$ cat config.mk
export PLATFORM = sky130hd
export DESIGN_NAME = mem_access_unit
export DESIGN_NICKNAME = d
export VERILOG_FILES = /design/src/rtl/mem_access_unit.sv
export SDC_FILE = /design/constraint.sdc
export NUM_CORES = 1
export LEC_CHECK = 0
export BUFFER_PORTS_ARGS = -buffer_cell sky130_fd_sc_hd__buf_2
export CAP_MARGIN = 20
export CORE_MARGIN = 2
export CORE_UTILIZATION = 46
export CTS_BUF_LIST = sky130_fd_sc_hd__clkbuf_8
export CTS_CLUSTER_SIZE = 40
export DETAILED_ROUTE_END_ITERATION = 10
export PLACE_DENSITY_LB_ADDON = 0.15
export SETUP_SLACK_MARGIN = 0.05
export SLEW_MARGIN = 30
export SYNTH_ARGS = -nofsm -noshare
export SYNTH_HDL_FRONTEND = slang
export SYNTH_SLANG_ARGS = --single-unit
$ cat constraint.sdc
create_clock -name clk -period 2.2 [get_ports clk]
set_clock_uncertainty 0.1 [all_clocks]
set_input_delay 0.11 -clock clk [delete_from_list [all_inputs] [get_ports clk]]
set_output_delay 0.11 -clock clk [all_outputs]
set_load 0.01 [all_outputs]
$ cat src/rtl/mem_access_unit.sv
// MEM-stage data-memory access engine: issues req/ack bus transactions,
// stalls the pipeline until completion or timeout, and aligns/extends load data.
module mem_access_unit #(
   parameter int unsigned TIMEOUT_CYCLES = 16
) (
   input  logic        clk,
   input  logic        reset,
   input  logic        valid,
   input  logic        MemRead,
   input  logic        MemWrite,
   input  logic [1:0]  mem_size,
   input  logic        mem_unsigned,
   input  logic [31:0] alu_result,
   input  logic [31:0] write_data,
   output logic        mem_stall,
   output logic [31:0] ReadData,
   output logic        addr_misaligned,
   output logic        bus_error,
   output logic        dmem_req,
   output logic        dmem_we,
   output logic [31:0] dmem_addr,
   output logic [3:0]  dmem_be,
   output logic [31:0] dmem_wdata,
   input  logic        dmem_ack,
   input  logic [31:0] dmem_rdata
);

   localparam int unsigned CW = $clog2(TIMEOUT_CYCLES + 1);

   localparam logic [1:0] S_IDLE = 2'd0;
   localparam logic [1:0] S_REQ  = 2'd1;
   localparam logic [1:0] S_DONE = 2'd2;

   logic [1:0]    state_q, state_d;
   logic [CW-1:0] cnt_q, cnt_d;
   logic          dmem_req_q, dmem_req_d;
   logic          dmem_we_q, dmem_we_d;
   logic [31:0]   dmem_addr_q, dmem_addr_d;
   logic [3:0]    dmem_be_q, dmem_be_d;
   logic [31:0]   dmem_wdata_q, dmem_wdata_d;
   logic [31:0]   read_data_q, read_data_d;
   logic          bus_error_q, bus_error_d;
   logic [1:0]    size_q, size_d;
   logic          uns_q, uns_d;
   logic [1:0]    lane_q, lane_d;

   logic          access;
   logic          misaligned;
   logic [3:0]    be_calc;
   logic [31:0]   wdata_calc;
   logic [7:0]    byte_sel;
   logic [15:0]   half_sel;
   logic [31:0]   load_ext;

   assign access     = valid & (MemRead | MemWrite);
   assign misaligned = (mem_size == 2'b11)
                     | ((mem_size == 2'b01) & alu_result[0])
                     | ((mem_size == 2'b10) & (|alu_result[1:0]));

   always_comb begin
      be_calc    = 4'b1111;
      wdata_calc = write_data;
      case (mem_size)
         2'b00: begin
            be_calc    = 4'b0001 << alu_result[1:0];
            wdata_calc = {4{write_data[7:0]}};
         end
         2'b01: begin
            be_calc    = 4'b0011 << alu_result[1:0];
            wdata_calc = {2{write_data[15:0]}};
         end
         default: ;
      endcase
   end

   // Extraction uses the size/lane latched at issue, not the live EX/MEM inputs.
   assign byte_sel = dmem_rdata[{lane_q, 3'b000} +: 8];
   assign half_sel = lane_q[1] ? dmem_rdata[31:16] : dmem_rdata[15:0];

   always_comb begin
      load_ext = dmem_rdata;
      case (size_q)
         2'b00:   load_ext = {{24{~uns_q & byte_sel[7]}}, byte_sel};
         2'b01:   load_ext = {{16{~uns_q & half_sel[15]}}, half_sel};
         default: ;
      endcase
   end

   always_comb begin
      state_d      = state_q;
      cnt_d        = cnt_q;
      dmem_req_d   = dmem_req_q;
      dmem_we_d    = dmem_we_q;
      dmem_addr_d  = dmem_addr_q;
      dmem_be_d    = dmem_be_q;
      dmem_wdata_d = dmem_wdata_q;
      read_data_d  = read_data_q;
      bus_error_d  = 1'b0;
      size_d       = size_q;
      uns_d        = uns_q;
      lane_d       = lane_q;
      case (state_q)
         S_IDLE: begin
            if (access && !misaligned) begin
               dmem_req_d   = 1'b1;
               dmem_we_d    = MemWrite & ~MemRead;
               dmem_addr_d  = {alu_result[31:2], 2'b00};
               dmem_be_d    = be_calc;
               dmem_wdata_d = wdata_calc;
               size_d       = mem_size;
               uns_d        = mem_unsigned;
               lane_d       = alu_result[1:0];
               state_d      = S_REQ;
            end
         end
         S_REQ: begin
            if (dmem_ack) begin
               dmem_req_d = 1'b0;
               cnt_d      = '0;
               state_d    = S_DONE;
               if (!dmem_we_q) read_data_d = load_ext;
            end else if (cnt_q == CW'(TIMEOUT_CYCLES - 1)) begin
               dmem_req_d  = 1'b0;
               bus_error_d = 1'b1;
               cnt_d       = '0;
               state_d     = S_DONE;
               if (!dmem_we_q) read_data_d = '0;
            end else begin
               cnt_d = cnt_q + CW'(1);
            end
         end
         S_DONE: state_d = S_IDLE;
         default: state_d = S_IDLE;
      endcase
   end

   always_ff @(posedge clk or negedge reset) begin
      if (!reset) begin
         state_q      <= S_IDLE;
         cnt_q        <= '0;
         dmem_req_q   <= 1'b0;
         dmem_we_q    <= 1'b0;
         dmem_addr_q  <= '0;
         dmem_be_q    <= '0;
         dmem_wdata_q <= '0;
         read_data_q  <= '0;
         bus_error_q  <= 1'b0;
         size_q       <= '0;
         uns_q        <= 1'b0;
         lane_q       <= '0;
      end else begin
         state_q      <= state_d;
         cnt_q        <= cnt_d;
         dmem_req_q   <= dmem_req_d;
         dmem_we_q    <= dmem_we_d;
         dmem_addr_q  <= dmem_addr_d;
         dmem_be_q    <= dmem_be_d;
         dmem_wdata_q <= dmem_wdata_d;
         read_data_q  <= read_data_d;
         bus_error_q  <= bus_error_d;
         size_q       <= size_d;
         uns_q        <= uns_d;
         lane_q       <= lane_d;
      end
   end

   // Reset gating keeps the stall low even while a live access is presented.
   assign mem_stall       = reset & (((state_q == S_IDLE) & access & ~misaligned)
                                     | (state_q == S_REQ));
   assign addr_misaligned = reset & (state_q == S_IDLE) & access & misaligned;

   assign ReadData   = read_data_q;
   assign bus_error  = bus_error_q;
   assign dmem_req   = dmem_req_q;
   assign dmem_we    = dmem_we_q;
   assign dmem_addr  = dmem_addr_q;
   assign dmem_be    = dmem_be_q;
   assign dmem_wdata = dmem_wdata_q;

endmodule

# Word-level counts from Yosys, hierarchy flattened
# Index checks and enable logic that the tools add are counted.
# W data, S select, Z words.
dict set report word_totals {
  wordCells 77
  memories 0
  mem_bits_ro 0
  input_bits 105
  regBits 113
  ramBits 0
  latchBits 0
  out_inout_bits 105
}
dict set report classes {
  add_sub_neg 1
  magnitude_cmp 0
  shift 3
  bitwise 20
  reduce_logical 12
  div_mod_pow 0
  mul 0
  n_mux 21
  n_eq_ne 8
}
# operator n
set ops {}
lappend ops {{$mux W32} 4}
lappend ops {{$pmux W32 S2} 2}
lappend ops {{$shiftx A32 B6 Y8} 1}
lappend ops {{$mux W16} 1}
lappend ops {{$and A1 B1 Y1} 12}
lappend ops {{$mux W5} 2}
lappend ops {{$pmux W4 S2} 1}
lappend ops {{$eq A2 B1 Y1 const B} 3}
lappend ops {{$logic_not A2 Y1} 3}
lappend ops {{$mux W1} 6}
lappend ops {{$mux W2} 3}
lappend ops {{$reduce_and A3 Y1} 2}
lappend ops {{$add A5 B1 Y5 const B} 1}
lappend ops {{$eq A5 B4 Y1 const B} 1}
lappend ops {{$eq A2 B2 Y1 const B} 2}
lappend ops {{$not A1 Y1} 4}
lappend ops {{$or A1 B1 Y1} 4}
lappend ops {{$pmux W2 S2} 1}
lappend ops {{$reduce_and A2 Y1} 2}
lappend ops {{$reduce_bool A2 Y1} 2}
lappend ops {{$shl A1 B2 Y4 const A} 1}
lappend ops {{$shl A2 B2 Y4 const A} 1}
lappend ops {{$ne A3 B3 Y1 const B} 1}
lappend ops {{$ne A2 B2 Y1 const B} 1}
lappend ops {{4 further kinds} 4}

# Depth between registers and ports, before layout
# Gate-level depths: netlist (run 1).
dict set report depth {
  word_depth 8
  mapped_depth 7
  mapped_depth_nobuf 5
}

# Least setup slack after synthesis (run 1)
# No wires, ideal clock.
dict set report synth_timing {
  path_type {reg2reg}
  startpoint {reg state_q[0]}
  endpoint {reg dmem_addr_q[15], in the netlist dmem_addr[15]}
  slack_ns 0.101
  setup_time_ns 0.125
  path_stages_with_launch 8
  path_buffers 3
  synth_period_minus_slack_ns 2.099
  t_arrival_ns 1.874
  required_time_ns 1.975
  cell_sequence {dfrtp_1 > or3b_4 > or2_0 > buf_2 > nor2_4 > buf_6 > buf_8 > mux2_2}
}
dict set report synth_between {
  elab_chain_len 2
}
# item line
set synth_lines {}
lappend synth_lines {{start, declared} 34} ;# logic [1:0] state_q, state_d;
lappend synth_lines {{start signal, assigned} 152} ;# state_q <= state_d;
lappend synth_lines {{$logic_not A2 Y1} 102} ;# case (state_q)
lappend synth_lines {{$reduce_and A2 Y1 (no source line)} -}
lappend synth_lines {{end signal, assigned} 156} ;# dmem_addr_q <= dmem_addr_d;
lappend synth_lines {{end, declared} 38} ;# logic [31:0] dmem_addr_q, dmem_addr_d;
# Every way passes these cells.
# A chain may end at the register's enable or synchronous reset.

# Worst setup path in the final report (run 1)
dict set report layout_timing {
  startpoint {reg state_q[0]}
  endpoint {out mem_stall}
}
dict set report layout_between {
  elab_chain_len 5
  word_cells_on_any_way 6
  cone_classes {1 x eq/ne; 4 x bitwise; 1 x reduce/logical}
}
# item line
set layout_lines {}
lappend layout_lines {{$logic_not A2 Y1} 168} ;# assign mem_stall = reset & (((state_q == S_IDLE) & access & ~misaligned)
lappend layout_lines {{$and A1 B1 Y1 (2 in series)} 168}
lappend layout_lines {{$or A1 B1 Y1 *} 169} ;# | (state_q == S_REQ));
lappend layout_lines {{$and A1 B1 Y1 *} 168}
lappend layout_lines {{end, declared} 15} ;# output logic mem_stall,
# Mark *: on every way between the ends. The rest lies on a longest branch, timed or not.

==> out/qor.csv, run 1 <==
stage;metric;value;unit
status;outcome;complete, no violations;
logic_synthesis;Seq/Total Area, Yosys;52.7;%
routing;post-DR vias/cell;5.33;
timing;final slew viol count;0;
clocking;root buffer cell;clkbuf_8;
routing;Avg WL per Cell;18.5;um
logic_synthesis;Post-synth EDFFs;0;
global_routing;initial antenna violation count;1;
place;Placer Congestion;0.839;
die;die height;112;um
global_routing;GRT Total Usage;25.7;%
routing;DRT Wirelength;17100;um
hold_path;Hold Crit Class;in -> reg;
layout;fin nets;876;
die;Initial Util;47.0;%
worst_setup_path;slowest stage delay, CP;430;ps
die;num ports;210;
logic_synthesis;post-synth top area share;52.7;%
logic_synthesis;Main synth FF type;dfrtp_1;
place;placed insts;770;
logic_synthesis;Cells after Synth;433;
timing;fmax;461;MHz
layout;most common cell after layout, fill and taps aside;buf_2;
worst_setup_path;kind of end point of the critical path;primary output;
routing;DR vias;4931;
worst_setup_path;Setup CP Type;reg -> out;
die;Die X;112;um
global_routing;Congestion Overflow GR;0;
place;port buffer count;207;
logic_synthesis;Synth Cell Area;5360;um^2
clocking;TritonCTS Buffers;17;
timing;final worst path period share;98.6;%
logic_synthesis;syn_area_per_cell;12.4;um^2
worst_setup_path;critical path depth;6;
logic_synthesis;FF+latch count, synth;113;
worst_setup_path;critical path arrival;1960;ps
worst_setup_path;Reg2Reg Depth;7;
layout;commonest cells after routing, fill and taps aside;206 x buf_2, 113 x dfrtp_1, 105 x dlygate4sd3_1;
timing;RSZ-0062 raised after global routing;true;
worst_setup_path;CP delay by family, top;simple AND/OR/NAND/NOR gates;
routing;Post-DRT Antenna Nets;0;
timing;min Tclk post-route;2170;ps
layout;Non-Filler Instances;926;
routing;DRC;0;
clocking;Clock Sinks;113;
logic_synthesis;asr flop ratio synth;100;%
pwr;Power Density;1040;nW/um^2
pwr;VDD IR-drop max;0.732;mV
worst_setup_path;crit path cell chain;or3b_4, or2_4, nor2_4, buf_12, o21a_1, buf_2;
die;core area;11400;um^2
clocking;CTS clk-pin slew, worst paths;60;ps
worst_setup_path;Worst EP required;1990;ps
timing;Final Hold Viols;0;
worst_setup_path;Bufs and invs on worst path;2;
worst_setup_path;worst-path fanout max;5;
logic_synthesis;leading area contributor after synthesis;dfrtp_1;
global_routing;vias in the first global route;5098;
routing;initial drt markers;277;
hold_path;hold path depth;2;
logic_synthesis;top cells by area, synth;dfrtp_1 53%, mux2_2 19%, mux2i_1 3.7%, o21ai_0 3.5%, nand2_1 2.4%;
timing;actual slew at the worst max-slew pin;754;ps
global_routing;first-pass GRT wire length;25400;um
pwr;leakage;4.14;nW
layout;share of cells above drive strength 1;49.0;%
place;Detail Placement HPWL;9990;um
worst_setup_path;startpoint types;flop;
layout;area grow syn2layout;58.8;%
layout;Fill cells;777;
die;Rows;39;
clocking;TritonCTS clock tree;built;
clocking;Max Buffers Root-to-Sink;2;
die;full die area;12500;um^2
run;MaxCap Viol Count;0;
routing;drt pass-1 iters;6;
timing;Min Hold Slack;51.0;ps
timing;worst rel slew slack;49.7;%
clocking;H-tree Lvls;4;
logic_synthesis;yosys synthesis warning count;0;
global_routing;pin count of the biggest net entering global routing;61;
clocking;Clock Latency Late Sink;440;ps
timing;# setup viols final;0;
logic_synthesis;Distinct cells, synth;52;
worst_setup_path;CP max stage cell;or3b_4;
-- cells in the mapped netlist (4+ instances only) --
cell      number
o21ai_0       37
a221oi_1       5
mux2_2        90
a221o_2       10
buf_4          8
nand2_1       35
nand2b_1       5
nor2b_1        4
a221o_1        7
a21oi_1        6
mux2i_1       20
o21a_1         9
nor2_1         8
nor3_1         7
dfrtp_1      113
inv_1          5
clkbuf_1      17
-- cells by family after synthesis --
family	synth area share (%)
muxes	22.6
DFF	52.7
adders and majority gates	0.233
xor gates and xnor gates	0.163
other	0.0699
and+or+nand+nor	7.35
AOI/OAI and AO/OA	13.0
buffers and inverters	3.80
-- report_power, final --
part / internal [mW] / total, mW / switching (mW)
combinational: 1.97 / 3.63 / 1.66
sequential: 2.90 / 3.44 / 0.540
clock: 0.978 / 1.79 / 0.816
total: 5.86 / 8.87 / 3.01
-- registers in the layout, indices dropped and copies added (netlist names), 2 cells and up --
name        cells
ReadData       32
dmem_wdata     32
dmem_addr      30
cnt_q           5
dmem_be         4
lane_q          2
size_q          2
state_q         2
-- metal layers --
metal | global-route usage [%] | routed length (um) | vias up
met5 | 0 | 0 | -
met4 | 10.6 | 468 | 0
met3 | 8.33 | 1100 | 36
met2 | 45.3 | 8890 | 207
met1 | 28.8 | 6650 | 2421
li1 | - | - | 2267
-- metrics by stage --
| stage | area [um^2] | worst slack [ps] | util, % | setup TNS, ps | power [mW] |
|---|---|---|---|---|---|
| floorplan | 5370 | 101 | - | 0 | 5.20 |
| global placement | 6590 | 83.9 | 57.7 | 0 | 6.43 |
| detailed placement | 6590 | 53.0 | 57.7 | 0 | 6.53 |
| CTS | 8110 | 4.32 | 71.0 | 0 | 8.51 |
| global route | 8520 | -37.6 | 74.6 | -37.6 | 9.35 |
| finish | 8520 | 29.8 | 74.6 | 0 | 8.87 |
-- final timing paths --
path / from / to / slack [ps]
setup / recovery: state_q[0] / mem_stall / 30
hold / removal: mem_size[0] / size_q[0] / 50
setup reg to reg: state_q[0] / dmem_wdata[10] / 50
hold reg to reg: ReadData[5] / ReadData[5] / 380
max in group asynchronous: reset / dmem_addr[19] / 1180
min in group asynchronous: reset / dmem_wdata[31] / 250
-- final cells by class --
class	instances	area [um^2]	area share, %
antenna	1	2.50	0.0294
clock buffer	21	289	3.39
clock inverter	10	70.1	0.823
inverter	5	18.8	0.220
multi-input combinational	284	2530	29.7
sequential	113	2830	33.2
tap	143	179	2.10
timing repair buffer	349	2600	30.5
-- timing repair --
item                                   4_1_cts  5_1_grt
buffers inserted                             5        5
setup endpoints to repair                    6       73
cloned                                       2        7
hold buffers                               105        0
pin swaps                                    1        0
gates resized for setup                      5       54
endpoints found under the hold margin      219        0
Note: power is estimated with default switching activity, not from simulation.
==> run 2, diff against run 1 <==
--- a/config.mk
+++ b/config.mk
@@ -12,7 +12,7 @@
 export CTS_BUF_LIST = sky130_fd_sc_hd__clkbuf_8
 export CTS_CLUSTER_SIZE = 40
 export DETAILED_ROUTE_END_ITERATION = 10
-export PLACE_DENSITY_LB_ADDON = 0.15
+export PLACE_DENSITY = 0.87
 export SETUP_SLACK_MARGIN = 0.05
 export SLEW_MARGIN = 30
 export SYNTH_ARGS = -nofsm -noshare
==> out/qor.csv, run 2 (same netlist as run 1, synthesis figures left out) <==
stage;metric;value;unit
routing;Avg WL per Cell;19.8;um
routing;drt pass-1 iters;5;
worst_setup_path;startpoint types;flop;
timing;actual slew at the worst max-slew pin;769;ps
layout;fin nets;866;
timing;Final Hold Viols;0;
routing;post-DR vias/cell;5.61;
die;Rows;39;
die;die height;112;um
timing;min Tclk post-route;2200;ps
worst_setup_path;Worst EP required;2430;ps
pwr;Power Density;1070;nW/um^2
routing;DR vias;5131;
run;MaxCap Viol Count;0;
clocking;root buffer cell;clkbuf_8;
timing;# setup viols final;0;
global_routing;first-pass GRT wire length;28800;um
layout;fin util;71.0;%
timing;Setup WS post-layout;3.46;ps
place;Detail Placement HPWL;10900;um
die;core area;11400;um^2
die;Initial Util;47.0;%
worst_setup_path;critical path arrival;2420;ps
pwr;leakage;3.87;nW
place;Placer Congestion;0.881;
worst_setup_path;kind of end point of the critical path;flop;
clocking;CTS clk-pin slew, worst paths;70;ps
layout;area grow syn2layout;51.0;%
place;placed insts;774;
clocking;Clock Latency Late Sink;440;ps
worst_setup_path;Reg-to-Reg Start;state_q[1];
hold_path;Hold Crit Class;in -> reg;
hold_path;hold path depth;3;
timing;final slew viol count;0;
die;full die area;12500;um^2
status;outcome;complete, no violations;
layout;commonest cells after routing, fill and taps aside;206 x buf_2, 113 x dfrtp_1, 103 x dlygate4sd3_1;
worst_setup_path;Setup CP Type;reg -> reg;
global_routing;initial antenna violation count;0;
hold_path;worst hold start;mem_size[0];
clocking;Max Buffers Root-to-Sink;2;
place;pre-CTS setup slack;73.6;ps
clocking;TritonCTS Buffers;17;
routing;Post-DRT Antenna Nets;0;
pwr;Tot Pwr;8.65;mW
die;num ports;210;
layout;Non-Filler Instances;914;
routing;initial drt markers;380;
routing;DRT Wirelength;18100;um
global_routing;GRT Total Usage;29.5;%
worst_setup_path;flop2flop setup slack;3;ps
pwr;VDD IR-drop max;0.763;mV
timing;final worst path period share;99.8;%
worst_setup_path;RR Endpoint;dmem_wdata[10];
layout;most common cell after layout, fill and taps aside;buf_2;
global_routing;pin count of the biggest net entering global routing;59;
layout;diodes inserted;0;
clocking;H-tree Lvls;4;
worst_setup_path;Reg2Reg Depth;7;
routing;DRC;0;
hold_path;Hold Path End;dmem_be[1];
global_routing;Congestion Overflow GR;0;
global_routing;vias in the first global route;5535;
timing;fmax;455;MHz
worst_setup_path;worst-path fanout max;15;
layout;share of cells above drive strength 1;48.5;%
clocking;TritonCTS clock tree;built;
timing;RSZ-0062 raised after global routing;true;
place;port buffer count;207;
die;Die X;112;um
clocking;Clock Sinks;113;
timing;worst rel slew slack;48.5;%
timing;setup TNS;0;ps
-- run 2: how the worst max path moves through the flow --
stage / slack [ps] / cells after the start / from / to
after floorplan: 100 / 7 / state_q[0] / dmem_addr[15]
after global placement: 120 / 5 / state_q[0] / dmem_addr[7]
after detailed placement: 70 / 5 / state_q[0] / dmem_wdata[10]
after CTS: -20 / 6 / state_q[1] / mem_stall
after global routing: -60 / 6 / state_q[1] / mem_stall
final: 3 / 7 / state_q[1] / dmem_wdata[10]
-- run 2: final cells by class --
class	instances	area [um^2]
Fill cell	759	3320
Sequential cell	113	2830
Clock inverter	10	71.3
Timing Repair Buffer	339	2380
Clock buffer	20	275
Multi-Input combinational cell	284	2340
Inverter	5	18.8
Tap cell	143	179
-- run 2: where the power goes --
part           switching, mW  total [mW]  internal, mW
combinational           1.69        3.43          1.74
clock                  0.833        1.78         0.943
sequential             0.545        3.45          2.90
total                   3.06        8.65          5.59
-- run 2: worst max-delay path: stages, from the launching register on --
cell and delay, ps:
dfrtp_1 400, or3b_4 410, or2_4 260, nor2_4 120, buf_4 150, buf_8 130, buf_12 160, mux2_2 360
-- run 2: layer usage --
metal  global-route usage (%)  vias up  share of wire, %
li1                         -     2237                 -
met1                     31.4     2515                36
met2                     53.1      322                52
met3                     10.1       57               8.6
met4                     12.8        0               3.0
met5                        0        -                 0
-- run 2: repair_timing --
item	in CTS	in global routing
hold endpoints to repair	219	0
buffers inserted	4	1
hold buffers	103	0
resized for setup	7	0
setup endpoints to repair	1	66
pin swaps	2	0
gates cloned	2	0
-- run 2: through the flow --
stage | hold slack, ps | cell area (um^2)
finish | 157 | 8100
global route | 164 | 8100
CTS | 119 | 8090
detailed placement | -93.0 | 6610
global placement | -99.9 | 6610
floorplan | -286 | 5370
